[src/rtl/mc14500b_pkg.sv]
// mc14500b_pkg: definitions shared by the MC14500B program-flow blocks.
//   - ADDR_W_DEFAULT / DEPTH_DEFAULT: default program address width and
//     return-stack depth.
//   - seq_state_e: program-flow controller states.
package mc14500b_pkg;

    localparam int unsigned ADDR_W_DEFAULT = 4;
    localparam int unsigned DEPTH_DEFAULT  = 4;

    typedef enum logic [1:0] {
        StIdle = 2'd0,
        StLoad = 2'd1,
        StHalt = 2'd2
    } seq_state_e;

endpackage

[src/rtl/pc_return_stack.sv]
// pc_return_stack: LIFO of return addresses, DEPTH entries of ADDR_W bits.
//   clock, reset : rising-edge clock, asynchronous active-low reset (empties the stack)
//   push, wdata  : push wdata onto the top (ignored when full, unless popping too)
//   pop, rdata   : pop the top; rdata is combinational from the current top entry
//   count        : number of stored entries
//   full, empty  : occupancy status
module pc_return_stack
    import mc14500b_pkg::*;
#(
    parameter int unsigned ADDR_W = ADDR_W_DEFAULT,
    parameter int unsigned DEPTH  = DEPTH_DEFAULT
) (
    input  logic                         clock,
    input  logic                         reset,
    input  logic                         push,
    input  logic                         pop,
    input  logic [ADDR_W-1:0]            wdata,
    output logic [ADDR_W-1:0]            rdata,
    output logic [$clog2(DEPTH+1)-1:0]   count,
    output logic                         full,
    output logic                         empty
);

    localparam int unsigned CntW = $clog2(DEPTH + 1);
    localparam int unsigned IdxW = (DEPTH > 1) ? $clog2(DEPTH) : 1;
    localparam logic [CntW-1:0] CntMax = CntW'(DEPTH);

    logic [ADDR_W-1:0] mem_q [DEPTH];
    logic [CntW-1:0]   count_q, count_d;
    logic [IdxW-1:0]   top_idx, wr_idx;
    logic              do_push, do_pop, do_replace;

    assign full    = (count_q == CntMax);
    assign empty   = (count_q == '0);
    assign count   = count_q;
    assign top_idx = IdxW'(count_q - CntW'(1));

    // Simultaneous push and pop overwrites the top entry in place.
    assign do_push    = push && !pop && !full;
    assign do_pop     = pop && !push && !empty;
    assign do_replace = push && pop && !empty;
    assign wr_idx     = do_replace ? top_idx : IdxW'(count_q);

    assign rdata = empty ? '0 : mem_q[top_idx];

    always_comb begin
        count_d = count_q;
        if (do_push) begin
            count_d = count_q + CntW'(1);
        end else if (do_pop) begin
            count_d = count_q - CntW'(1);
        end
    end

    always_ff @(posedge clock or negedge reset) begin
        if (!reset) begin
            count_q <= '0;
        end else begin
            count_q <= count_d;
        end
    end

    // Storage needs no reset: entries above count are never read.
    always_ff @(posedge clock) begin
        if (do_push || do_replace) begin
            mem_q[wr_idx] <= wdata;
        end
    end

endmodule

[src/rtl/pc_sequencer.sv]
// pc_sequencer: program-flow controller driving the MC14516B program counter.
// Decodes ICU flag pulses into JUMP / CALL / RETURN / HALT and keeps a return stack.
//   clock, reset         : rising-edge clock, asynchronous active-low reset
//   jmp, rtn, flg0, flgf : ICU flags (jmp+flg0 = CALL, flgf = HALT request)
//   run                  : resume pulse, leaves HALT
//   clr_err              : clears sticky error flags (a same-cycle set wins)
//   operand              : jump/call target
//   pc                   : address of the instruction currently executing
//   preset, preset_enable: counter load value and load strobe (one cycle)
//   carry_in             : counter inhibit, high in LOAD and HALT
//   halted               : high in HALT
//   sp                   : number of stacked return addresses
//   overflow, underflow, conflict : sticky error flags
module pc_sequencer
    import mc14500b_pkg::*;
#(
    parameter int unsigned ADDR_W = ADDR_W_DEFAULT,
    parameter int unsigned DEPTH  = DEPTH_DEFAULT
) (
    input  logic                         clock,
    input  logic                         reset,
    input  logic                         jmp,
    input  logic                         rtn,
    input  logic                         flg0,
    input  logic                         flgf,
    input  logic                         run,
    input  logic                         clr_err,
    input  logic [ADDR_W-1:0]            operand,
    input  logic [ADDR_W-1:0]            pc,
    output logic [ADDR_W-1:0]            preset,
    output logic                         preset_enable,
    output logic                         carry_in,
    output logic                         halted,
    output logic [$clog2(DEPTH+1)-1:0]   sp,
    output logic                         overflow,
    output logic                         underflow,
    output logic                         conflict
);

    seq_state_e        state_q, state_d;
    logic [ADDR_W-1:0] target;
    logic [ADDR_W-1:0] ret_addr;
    logic              stk_push, stk_pop;
    logic [ADDR_W-1:0] stk_rdata;
    logic              stk_full, stk_empty;
    logic              ovf_set, unf_set, conf_set;

    logic [ADDR_W-1:0] preset_q, preset_d;
    logic              pe_q, pe_d;
    logic              ci_q, ci_d;
    logic              halted_q, halted_d;
    logic              ovf_q, ovf_d;
    logic              unf_q, unf_d;
    logic              conf_q, conf_d;

    // Return to the instruction after the call; wraps at the top of memory.
    assign ret_addr = pc + ADDR_W'(1);

    pc_return_stack #(
        .ADDR_W (ADDR_W),
        .DEPTH  (DEPTH)
    ) u_stack (
        .clock (clock),
        .reset (reset),
        .push  (stk_push),
        .pop   (stk_pop),
        .wdata (ret_addr),
        .rdata (stk_rdata),
        .count (sp),
        .full  (stk_full),
        .empty (stk_empty)
    );

    // State register.
    always_ff @(posedge clock or negedge reset) begin
        if (!reset) begin
            state_q <= StIdle;
        end else begin
            state_q <= state_d;
        end
    end

    // Next state, stack control and error events. Flags are only decoded in IDLE.
    always_comb begin
        state_d  = state_q;
        target   = preset_q;
        stk_push = 1'b0;
        stk_pop  = 1'b0;
        ovf_set  = 1'b0;
        unf_set  = 1'b0;
        conf_set = 1'b0;
        unique case (state_q)
            StIdle: begin
                if (jmp && rtn) begin
                    conf_set = 1'b1;
                end else if (jmp && !flg0) begin
                    target  = operand;
                    state_d = StLoad;
                end else if (jmp) begin
                    if (stk_full) begin
                        ovf_set = 1'b1;
                    end else begin
                        stk_push = 1'b1;
                        target   = operand;
                        state_d  = StLoad;
                    end
                end else if (rtn) begin
                    if (stk_empty) begin
                        unf_set = 1'b1;
                    end else begin
                        stk_pop = 1'b1;
                        target  = stk_rdata;
                        state_d = StLoad;
                    end
                end else if (flgf) begin
                    state_d = StHalt;
                end
            end
            StLoad: begin
                state_d = StIdle;
            end
            StHalt: begin
                if (run) begin
                    state_d = StIdle;
                end
            end
            default: begin
                state_d = StIdle;
            end
        endcase
    end

    // Output next values, derived from the upcoming state so outputs come straight from flops.
    always_comb begin
        preset_d = (state_d == StLoad) ? target : preset_q;
        pe_d     = (state_d == StLoad);
        ci_d     = (state_d != StIdle);
        halted_d = (state_d == StHalt);
        ovf_d    = ovf_set  | (ovf_q  & ~clr_err);
        unf_d    = unf_set  | (unf_q  & ~clr_err);
        conf_d   = conf_set | (conf_q & ~clr_err);
    end

    always_ff @(posedge clock or negedge reset) begin
        if (!reset) begin
            preset_q <= '0;
            pe_q     <= 1'b0;
            ci_q     <= 1'b0;
            halted_q <= 1'b0;
            ovf_q    <= 1'b0;
            unf_q    <= 1'b0;
            conf_q   <= 1'b0;
        end else begin
            preset_q <= preset_d;
            pe_q     <= pe_d;
            ci_q     <= ci_d;
            halted_q <= halted_d;
            ovf_q    <= ovf_d;
            unf_q    <= unf_d;
            conf_q   <= conf_d;
        end
    end

    assign preset        = preset_q;
    assign preset_enable = pe_q;
    assign carry_in      = ci_q;
    assign halted        = halted_q;
    assign overflow      = ovf_q;
    assign underflow     = unf_q;
    assign conflict      = conf_q;

endmodule
[config.mk]
export PLATFORM = sky130hd
export DESIGN_NAME = pc_sequencer
export DESIGN_NICKNAME = d
export VERILOG_FILES = /design/src/rtl/mc14500b_pkg.sv /design/src/rtl/pc_return_stack.sv /design/src/rtl/pc_sequencer.sv
export SDC_FILE = /design/constraint.sdc
export NUM_CORES = 1
export LEC_CHECK = 0
export ABC_AREA = 1
export CAP_MARGIN = 25
export CORE_MARGIN = 2
export CORE_UTILIZATION = 49
export DETAILED_ROUTE_END_ITERATION = 8
export PLACE_DENSITY = 0.76
export SLEW_MARGIN = 30
export SYNTH_ARGS = -nofsm -noshare
export SYNTH_HDL_FRONTEND = slang
export SYNTH_SLANG_ARGS = --single-unit
[constraint.sdc]
create_clock -name clock -period 4 [get_ports clock]
set_input_delay 0.8 -clock clock [delete_from_list [all_inputs] [get_ports clock]]
set_output_delay 0.8 -clock clock [all_outputs]
set_load 0.1 [all_outputs]
# [Word level (Yosys, flattened, before mapping)]
# Memory sizes are Yosys's and may differ from the RTL's.
# Index checks and enable logic that the tools add are counted.
[classes] n_addsub=3 eq_ne=6 n_mux=43 bitwise=8 reduce_logical=20
[op_table] cell="$mux 1" count=26
[op_table] cell="$mux 4" count=5
[op_table] cell="$mux 2" count=9
[op_table] cell="$logic_and 1x1->1" count=8
[op_table] cell="$mux 3" count=2
[op_table] cell="$ne 3x3->1 const B" count=2
[op_table] cell="$reduce_and 6->1" count=1
[op_table] cell="$logic_not 1->1" count=5
[op_table] cell="$add 4x1->4 const B" count=1
[op_table] cell="$eq 2x2->1 const B" count=2
[op_table] cell="$pmux 2 s2" count=1
[op_table] cell="$reduce_bool 2->1" count=2
[op_table] cell="$add 3x1->3 const B" count=1
[op_table] cell="$and 1x1->1" count=3
[op_table] cell="$eq 3x3->1 const B" count=1
[op_table] cell="$logic_not 3->1" count=1
[op_table] cell="$or 1x1->1" count=3
[op_table] cell="$reduce_bool 3->1" count=1
[op_table] cell="$sub 3x1->3 const B" count=1
[op_table] cell="$eq 2x1->1 const B" count=1
[op_table] cell="$logic_not 2->1" count=1
[op_table] cell="$not 1->1" count=2
[op_table] cell="$logic_or 1x1->1" count=1
[totals] reg_bits=15 mem_bits_rw=16 inputBits=16 out_inout_bits=13 word_cells=90 memories=1
[memory_table] memory="u_stack.mem_q" words=4 word_bits=4 rd=1 rd_clocked_by_memory_dff=0 wr=1 line="pc_return_stack.sv:28" text="logic [ADDR_W-1:0] mem_q [DEPTH];"

# [Depth between registers and ports, before layout]
# Gate-level depths: netlist (run 1).
[depth] word_depth=13 depth_mapped=11 depth_no_buf=10

# [Cells and area by module]
# From an unflattened synthesis (run 1), not the netlist that was laid out.
[hier_totals] cells_unflattened=192 hier_area_um2=1672.9
[modules_own_cells] mod="pc_return_stack" n_inst=1 cells_per_inst=108 area_per_inst_um2=1008.5 seq_area_each_um2=555.5
[modules_own_cells] mod="pc_sequencer" n_inst=1 cells_per_inst=84 area_per_inst_um2=664.4 seq_area_each_um2=300.3

# [Worst setup path before layout (run 1)]
# OpenSTA, ideal clock, no wires.
[synth_path] path_kind="register -> register" start="register u_stack.count_q[0], in the netlist u_stack.count[0]" end="memory u_stack.mem_q[0][0] (netlist name) (enable)" setup_time_ps=364 arrival_time_ps=2294 required_time_ps=3636 path_slack_ps=1342 stages_incl_launch_ff=9 n_path_buf=1 synth_period_minus_slack_ps=2658 path_cell_list="dfrtp_1 > inv_1 > buf_2 > ha_1 > nand2_1 > inv_1 > nor2_1 > nand2_4 > nor3_1"
[synth_via] elab_chain_cells=13 elab_cells_between_ends=25 cone_classes="add/sub: 1; eq/ne: 1; mux: 14; reduce/logical: 9"
[synth_rtl] item="start: declaration" line="pc_return_stack.sv:29" text="logic [CntW-1:0] count_q, count_d;"
[synth_rtl] item="start signal: assignment" line="pc_return_stack.sv:59" text="count_q <= count_d;"
[synth_rtl] item="$logic_not 3->1" line="pc_return_stack.sv:34" text="assign empty = (count_q == '0);"
[synth_rtl] item="$mux 1" line="pc_sequencer.sv:108" text="if (stk_empty) begin"
[synth_rtl] item="$mux 1" line="pc_sequencer.sv:107" text="end else if (rtn) begin"
[synth_rtl] item="$mux 1" line="pc_sequencer.sv:99" text="end else if (jmp) begin"
[synth_rtl] item="$mux 1" line="pc_sequencer.sv:96" text="end else if (jmp && !flg0) begin"
[synth_rtl] item="$mux 1" line="pc_sequencer.sv:94" text="if (jmp && rtn) begin"
[synth_rtl] item="$mux 1" line="pc_sequencer.sv:92" text="unique case (state_q)"
[synth_rtl] item="$logic_not 1->1" line="pc_return_stack.sv:39" text="assign do_push = push && !pop && !full;"
[synth_rtl] item="$logic_and 1x1->1 (2 in series)" line="pc_return_stack.sv:39"
[synth_rtl] item="$logic_or 1x1->1" line="pc_return_stack.sv:65" text="if (do_push || do_replace) begin"
[synth_rtl] item="$mux 1" line="pc_return_stack.sv:65"
[synth_rtl] item="$mux 1 (not written as such)" line="pc_return_stack.sv:66" text="mem_q[wr_idx] <= wdata;"
[synth_rtl] item="end: declaration" line="pc_return_stack.sv:28"
# Parallel ways exist; a longest one is shown, timed or not.

# [Worst setup path after layout (run 1)]
[layout_path] start="register u_stack.count_q[0], in the netlist u_stack.count[0]" end="output port sp[0]"
[layout_rtl] item="end: declaration" line="pc_sequencer.sv:34" text="output logic [$clog2(DEPTH+1)-1:0] sp,"
# No word-level cell between the ends.

==> reports/qor.txt, run 1 <==
Leakage -> 0.8261 nW
DRT Pass-1 Iters -> 4
Post-CTS Resized -> 0
syn nets -> 168
Commonest cells post-synth -> nand2_1, nand3_1, edfxtp_1, dfrtp_1, inv_1
Post-DP HPWL -> 2.232 mm
CP Data Arrival Time -> 2.13 ns
synth top area cells -> edfxtp_1, dfrtp_1, nand2_1
die width -> 58.50 microns
maximum vdd drop -> 0.7060 mV
Nets -> 200
Core ar. -> 2781 sq um
Layout Cells excl Fill -> 212
post-synthesis sequential area ratio -> 0.5881
worst hold margin -> 0.4874 ns
port buffer count -> 28
DR vias/cell -> 5.184
Hold Path Class -> register to register
number of routed nets with antenna violations -> 0
worst hold start -> preset[1]$_DFFE_PN0P_
Post-Syn Instances -> 148
antenna violations before repair -> 0
WL per Instance -> 13.77 microns
final period utilization -> 0.7318
Synth Cell Area -> 1455 sq um
critical path endpoint category -> output port
Reg-to-Reg End -> u_stack.mem_q[2][2]$_DFFE_PP_
status -> completed
layout cell share with drive strength beyond 1 -> 0.1105
syn avg cell area -> 9.832 sq um
Reg2Reg Launch Point -> u_stack.count[0]$_DFFE_PN0P_
post-synthesis register bit count -> 31
Synth async-reset ratio -> 0.4839
FMAX -> 341.6 MHz
final hold violations -> 0
WHS Path Cells -> 2
GR Overflow Total -> 0
first-pass GRT wire length -> 5.023 mm
cell row count -> 19
Slew headroom -> 0.3521
yosys warns -> 0
CTS tree -> done
largest fanout on the critical path -> 14
Placed Cells -> 204
Crit. Startpoint -> u_stack.count[0]$_DFFE_PN0P_
RSZ-0062 raised after global routing -> no
Die Ht -> 58.50 microns
CP Cell Sequence -> clkdlybuf4s50_1
CTS Buf Count -> 5
Final setup viols -> 0
largest net degree at the start of global routing -> 16
area grow syn2layout -> 24.42%
Root Driver -> clkbuf_4
Max Slew Vio Count -> 0
initial core utilization -> 0.5232
r2r setup slk -> 1.56 ns
library cells used by synthesis -> 25
Fillers -> 236
top-count cell post-synth -> nand2_1
Worst Setup Start Kind -> register
Clock transition at path regs -> 0.10 ns
Tmin final -> 2.927 ns
total track usage -> 0.2024
crit path buf inv count -> 1
I/O pin cnt -> 29
Via Count -> 1099
Cell Pwr Density -> 747.6 nW/um^2
residual DRC count -> 0
GP Congestion -> 0.8093
r2r worst-path depth -> 7
Hold Buf Count CTS -> 0
# diodes -> 0
max incr delay on CP -> 1.21 ns
Die ar. -> 3422 sq um
crit path max-delay cell type -> clkdlybuf4s50_1
Longest Clk Path Bufs -> 2
predominant post-synthesis flop cell -> edfxtp_1
post-synth top area cell -> edfxtp_1
CP top delay family -> buffers and inverters
Req. time, crit path -> 3.20 ns
Worst Hold End -> preset[1]$_DFFE_PN0P_
clock skew -> 0.009469 ns
Post-CTS Setup Inserts -> 0
number of enable flip-flop cells after synthesis -> 16
WL final -> 2.919 mm
Max-Cap Viols -> 0
vias in the first global route -> 1138
htree depth -> 2
Worst-Margin Slew -> 0.9689 ns
Clock Latency Late Sink -> 0.32 ns
Yosys top cell area share -> 0.3302
CTS Sinks -> 31
setup TNS -> 0 ns
Setup CP Type -> register to output port
initial drt markers -> 54
Layout Utilization -> 0.6509
-- sequential cells by signal (all words and copies together), names as in the netlist, 2 cells and up --
| signal | count |
|---|---|
| u_stack.mem_q | 16 |
| preset | 4 |
| u_stack.count | 3 |
| state_q | 2 |
-- cell usage in the layout (no fill, tap or decap) --
cell and instances:
nand2_4 1, inv_1 10, nor3b_1 1, or3b_2 1, clkdlybuf4s50_1 28, o211ai_1 1
o32ai_1 1, clkinv_2 1, clkinvlp_4 2, clkbuf_4 5, xnor2_1 1, nor2_4 1
o22ai_1 2, ha_1 4, nand3_1 18, nand4_1 1, nand2_2 4, inv_4 1
dfrtp_1 15, nand3_4 1, o21ai_0 1, edfxtp_1 16, xor2_1 3, nor2_1 2
inv_2 3, nand2_1 53, nor3_1 4
-- metrics by stage --
stage | total power [W] | setup slack (ns) | instance area (sq um)
2_1_floorplan | 0.001014 | 1.342 | 1455
3_3_place_gp | 0.001169 | 1.407 | 1753
3_5_place_dp | 0.001186 | 1.293 | 1753
4_1_cts | 0.001362 | 1.058 | 1810
5_1_grt | 0.001444 | 0.9841 | 1810
6_report | 0.001354 | 1.073 | 1810
-- logic make-up (layout without fill, tap and decap cells) --
logic type / after synthesis / in the layout / synth area share
and+or+nand+nor: 87 / 87 / 0.2777
DFF: 31 / 31 / 0.5881
buffers and inverters: 17 / 50 / 0.05246
AOI/OAI and AO/OA: 5 / 5 / 0.02321
adders and majority gates: 4 / 4 / 0.03440
xor gates and xnor gates: 4 / 4 / 0.02408
-- final cells by class --
type | instances | area [sq um] | share of cell area
Multi-Input combinational cell | 100 | 523.0 | 0.2889
Inverter | 14 | 55.05 | 0.03041
Clock inverter | 3 | 20.02 | 0.01106
Timing Repair Buffer | 28 | 280.3 | 0.1548
Clock buffer | 5 | 37.54 | 0.02073
Sequential cell | 31 | 855.8 | 0.4727
Tap cell | 31 | 38.79 | 0.02142
-- how the worst max path moves through the flow --
stage                                          endpoint  slack (ns)  cells past startpoint
final                                             sp[0]        1.07                      1
after detailed placement  u_stack.mem_q[3][3]$_DFFE_PP_        1.29                      5
after CTS                                         sp[0]        1.06                      1
after floorplan           u_stack.mem_q[0][0]$_DFFE_PP_        1.34                      8
after global placement    u_stack.mem_q[0][0]$_DFFE_PP_        1.41                      5
after global routing                              sp[0]        0.98                      1
-- power breakdown --
group | switching, W | internal (W)
registers | 0.0000568 | 0.000394
clock network | 0.000105 | 0.0000670
logic | 0.000540 | 0.000190
total | 0.000703 | 0.000651
-- layer usage --
layer / vias to the layer above / global-route usage / part of all wire
met3: 6 / 0.05055 / 0.059
met2: 38 / 0.3547 / 0.52
met4: 0 / 0.08970 / 0.016
met5: - / 0 / 0
met1: 503 / 0.2331 / 0.40
li1: 552 / - / -
Power figures use the tool's default switching activity.
==> run 2, diff against run 1 <==
Clock period 4 ns to 2.9 ns, I/O delays scaled along.
==> run 2 against run 1 <==
Final cell count increased by 0.47%; non-clock buffer count increased by 1; wire length decreased by 2.8%; flip-flop and latch count unchanged; largest cell class unchanged.
==> reports/qor.txt, run 2 (synthesized netlist as in run 1, its figures left out) <==
status -> completed
Design Area, Final -> 1777 sq um (-1.9%)
metal2 WL -> 1.404 mm (-7.5%)
CP Data Arrival Time -> 2.10 ns (-0.03 ns)
Worst-Margin Slew -> 0.6740 ns (-0.2949 ns)
antenna violations before repair -> 0 (unchanged)
WL per Instance -> 13.31 microns (-3.3%)
largest fanout on the critical path -> 9 (-5)
commonest non-fill, non-tap cell in the layout -> nand2_1
Core ar. -> 2781 sq um (unchanged)
Setup CP Type -> input port to register
sw power -> 0.0009546 W (+36%)
htree depth -> 2 (unchanged)
Worst Setup Start Kind -> input port
DRT Pass-1 Iters -> 4 (unchanged)
Hold Path Class -> register to register
GR Overflow Total -> 0 (unchanged)
Post-CTS Resized -> 0 (unchanged)
M1 wire length -> 1.203 mm (+2.0%)
vias in the first global route -> 1125 (-1.1%)
CTS Buf Count -> 5 (unchanged)
Root Driver -> clkbuf_4
met3 wire length -> 159 microns (-7.6%)
Via Count -> 1096 (-0.27%)
Layout Cells excl Fill -> 213 (+0.47%)
final period utilization -> 0.7337
number of flip-flops in the largest register -> 16 (unchanged)
Req. time, crit path -> 2.87 ns (-0.33 ns)
Die ar. -> 3422 sq um (unchanged)
Tmin final -> 2.128 ns
clock share of power -> 0.125 (-0.002)
Nets -> 201 (+0.50%)
FMAX -> 470.0 MHz
Post-CTS Setup Inserts -> 0 (unchanged)
commonest non-fill, non-tap cells in the layout -> nand2_1, nand3_1, edfxtp_1
Final setup viols -> 0 (unchanged)
Longest Clk Path Bufs -> 2 (unchanged)
CTS Sinks -> 31 (unchanged)
CTS tree -> done
Internal -> 0.0008824 W (+36%)
cell row count -> 19 (unchanged)
clock skew -> 0.01358 ns (+0.004110 ns)
Clock Latency Late Sink -> 0.34 ns (+0.02 ns)
Area after DPL -> 1728 sq um (-1.4%)
Top Metal Used -> met4
footprint of the multi-input gates -> 523.0 sq um (unchanged)
Placed Cells -> 205 (+0.49%)
Seq pwr share -> 0.326 (-0.007)
maximum vdd drop -> 1.074 mV (+52%)
final hold violations -> 0 (unchanged)
WL final -> 2.836 mm (-2.8%)
Slew headroom -> 0.5493 (+0.1972)
initial drt markers -> 37 (-31%)
die width -> 58.50 microns (unchanged)
largest net degree at the start of global routing -> 16 (unchanged)
Post-DP HPWL -> 2.123 mm (-4.9%)
storage element area -> 855.8 sq um (unchanged)
DR vias/cell -> 5.146 (-0.74%)
Cell Pwr Density -> 1034 nW/um^2 (+38%)
GP Congestion -> 0.8137 (+0.54%)
initial core utilization -> 0.5232 (unchanged)
first-pass GRT wire length -> 4.788 mm (-4.7%)
critical path endpoint category -> register
Reg with most FFs -> u_stack.mem_q
area grow syn2layout -> 22.10%
number of routed nets with antenna violations -> 0 (unchanged)
Hold Buf Count CTS -> 0 (unchanged)
power share of the combinational group -> 0.548 (+0.009)
residual DRC count -> 0 (unchanged)
Clock transition at path regs -> 0.08 ns (-0.02 ns)
Die Ht -> 58.50 microns (unchanged)
RSZ-0062 raised after global routing -> no
port buffer count -> 28 (unchanged)
total track usage -> 0.1911 (-0.01137)
Max Slew Vio Count -> 0 (unchanged)
layout cell share with drive strength beyond 1 -> 0.1703 (+0.05983)
# diodes -> 0 (unchanged)
Fillers -> 233 (-1.3%)
Max-Cap Viols -> 0 (unchanged)
worst hold margin -> 0.4847 ns (-0.002627 ns)
I/O pin cnt -> 29 (unchanged)
Leakage -> 0.8492 nW (+2.8%)
sw frac -> 0.5197 (+0.0006055)
setup TNS -> 0 ns (unchanged)
-- run 2: stage by stage --
step	setup slack [ns]	total power, W	utilization
floorplan	0.2421	0.001398	-
global placement	0.5190	0.001604	0.6212
detailed placement	0.3999	0.001618	0.6212
CTS	0.7436	0.001847	0.6388
global route	0.6500	0.001947	0.6388
finish	0.7721	0.001837	0.6388
-- run 2: cell type report --
cell class | count | area share
Timing Repair Buffer | 29 | 0.1437
Clock buffer | 6 | 0.02324
Sequential cell | 31 | 0.4817
Clock inverter | 2 | 0.004225
Inverter | 14 | 0.03099
Tap cell | 31 | 0.02183
Multi-Input combinational cell | 100 | 0.2944
-- run 2: worst max-delay path, stage by stage --
cell and delay (ns):
clkdlybuf4s50_1 0.64, nand2_1 0.11, nor2_1 0.20, nand2_4 0.12, nor3_1 0.45
-- run 2: worst paths after layout --
check                                              from                            end  slack, ns  cells after the start
min                               preset[1]$_DFFE_PN0P_          preset[1]$_DFFE_PN0P_       0.48                      2
min reg2reg                       preset[1]$_DFFE_PN0P_          preset[1]$_DFFE_PN0P_       0.48                      2
min in group asynchronous                         reset   u_stack.count[0]$_DFFE_PN0P_       0.64                      1
max                                                 jmp  u_stack.mem_q[1][3]$_DFFE_PP_       0.77                      5
max in group asynchronous                         reset          preset[0]$_DFFE_PN0P_       1.81                      1
max reg2reg                u_stack.count[1]$_DFFE_PN0P_  u_stack.mem_q[1][3]$_DFFE_PP_       0.79                      7
-- run 2: power by group through the flow --
stage               logic, W  clock network (W)  registers (W)
floorplan           0.000359                  0        0.00104
global placement    0.000996                  0       0.000608
detailed placement   0.00101                  0       0.000610
CTS                  0.00101           0.000238       0.000600
global route         0.00108           0.000251       0.000611
finish               0.00101           0.000230       0.000599
-- run 2: layer usage --
metal | track usage | vias up
met1 | 0.2195 | 503
met2 | 0.3291 | 30
li1 | - | 554
met3 | 0.05055 | 9
met5 | 0 | -
met4 | 0.09302 | 0
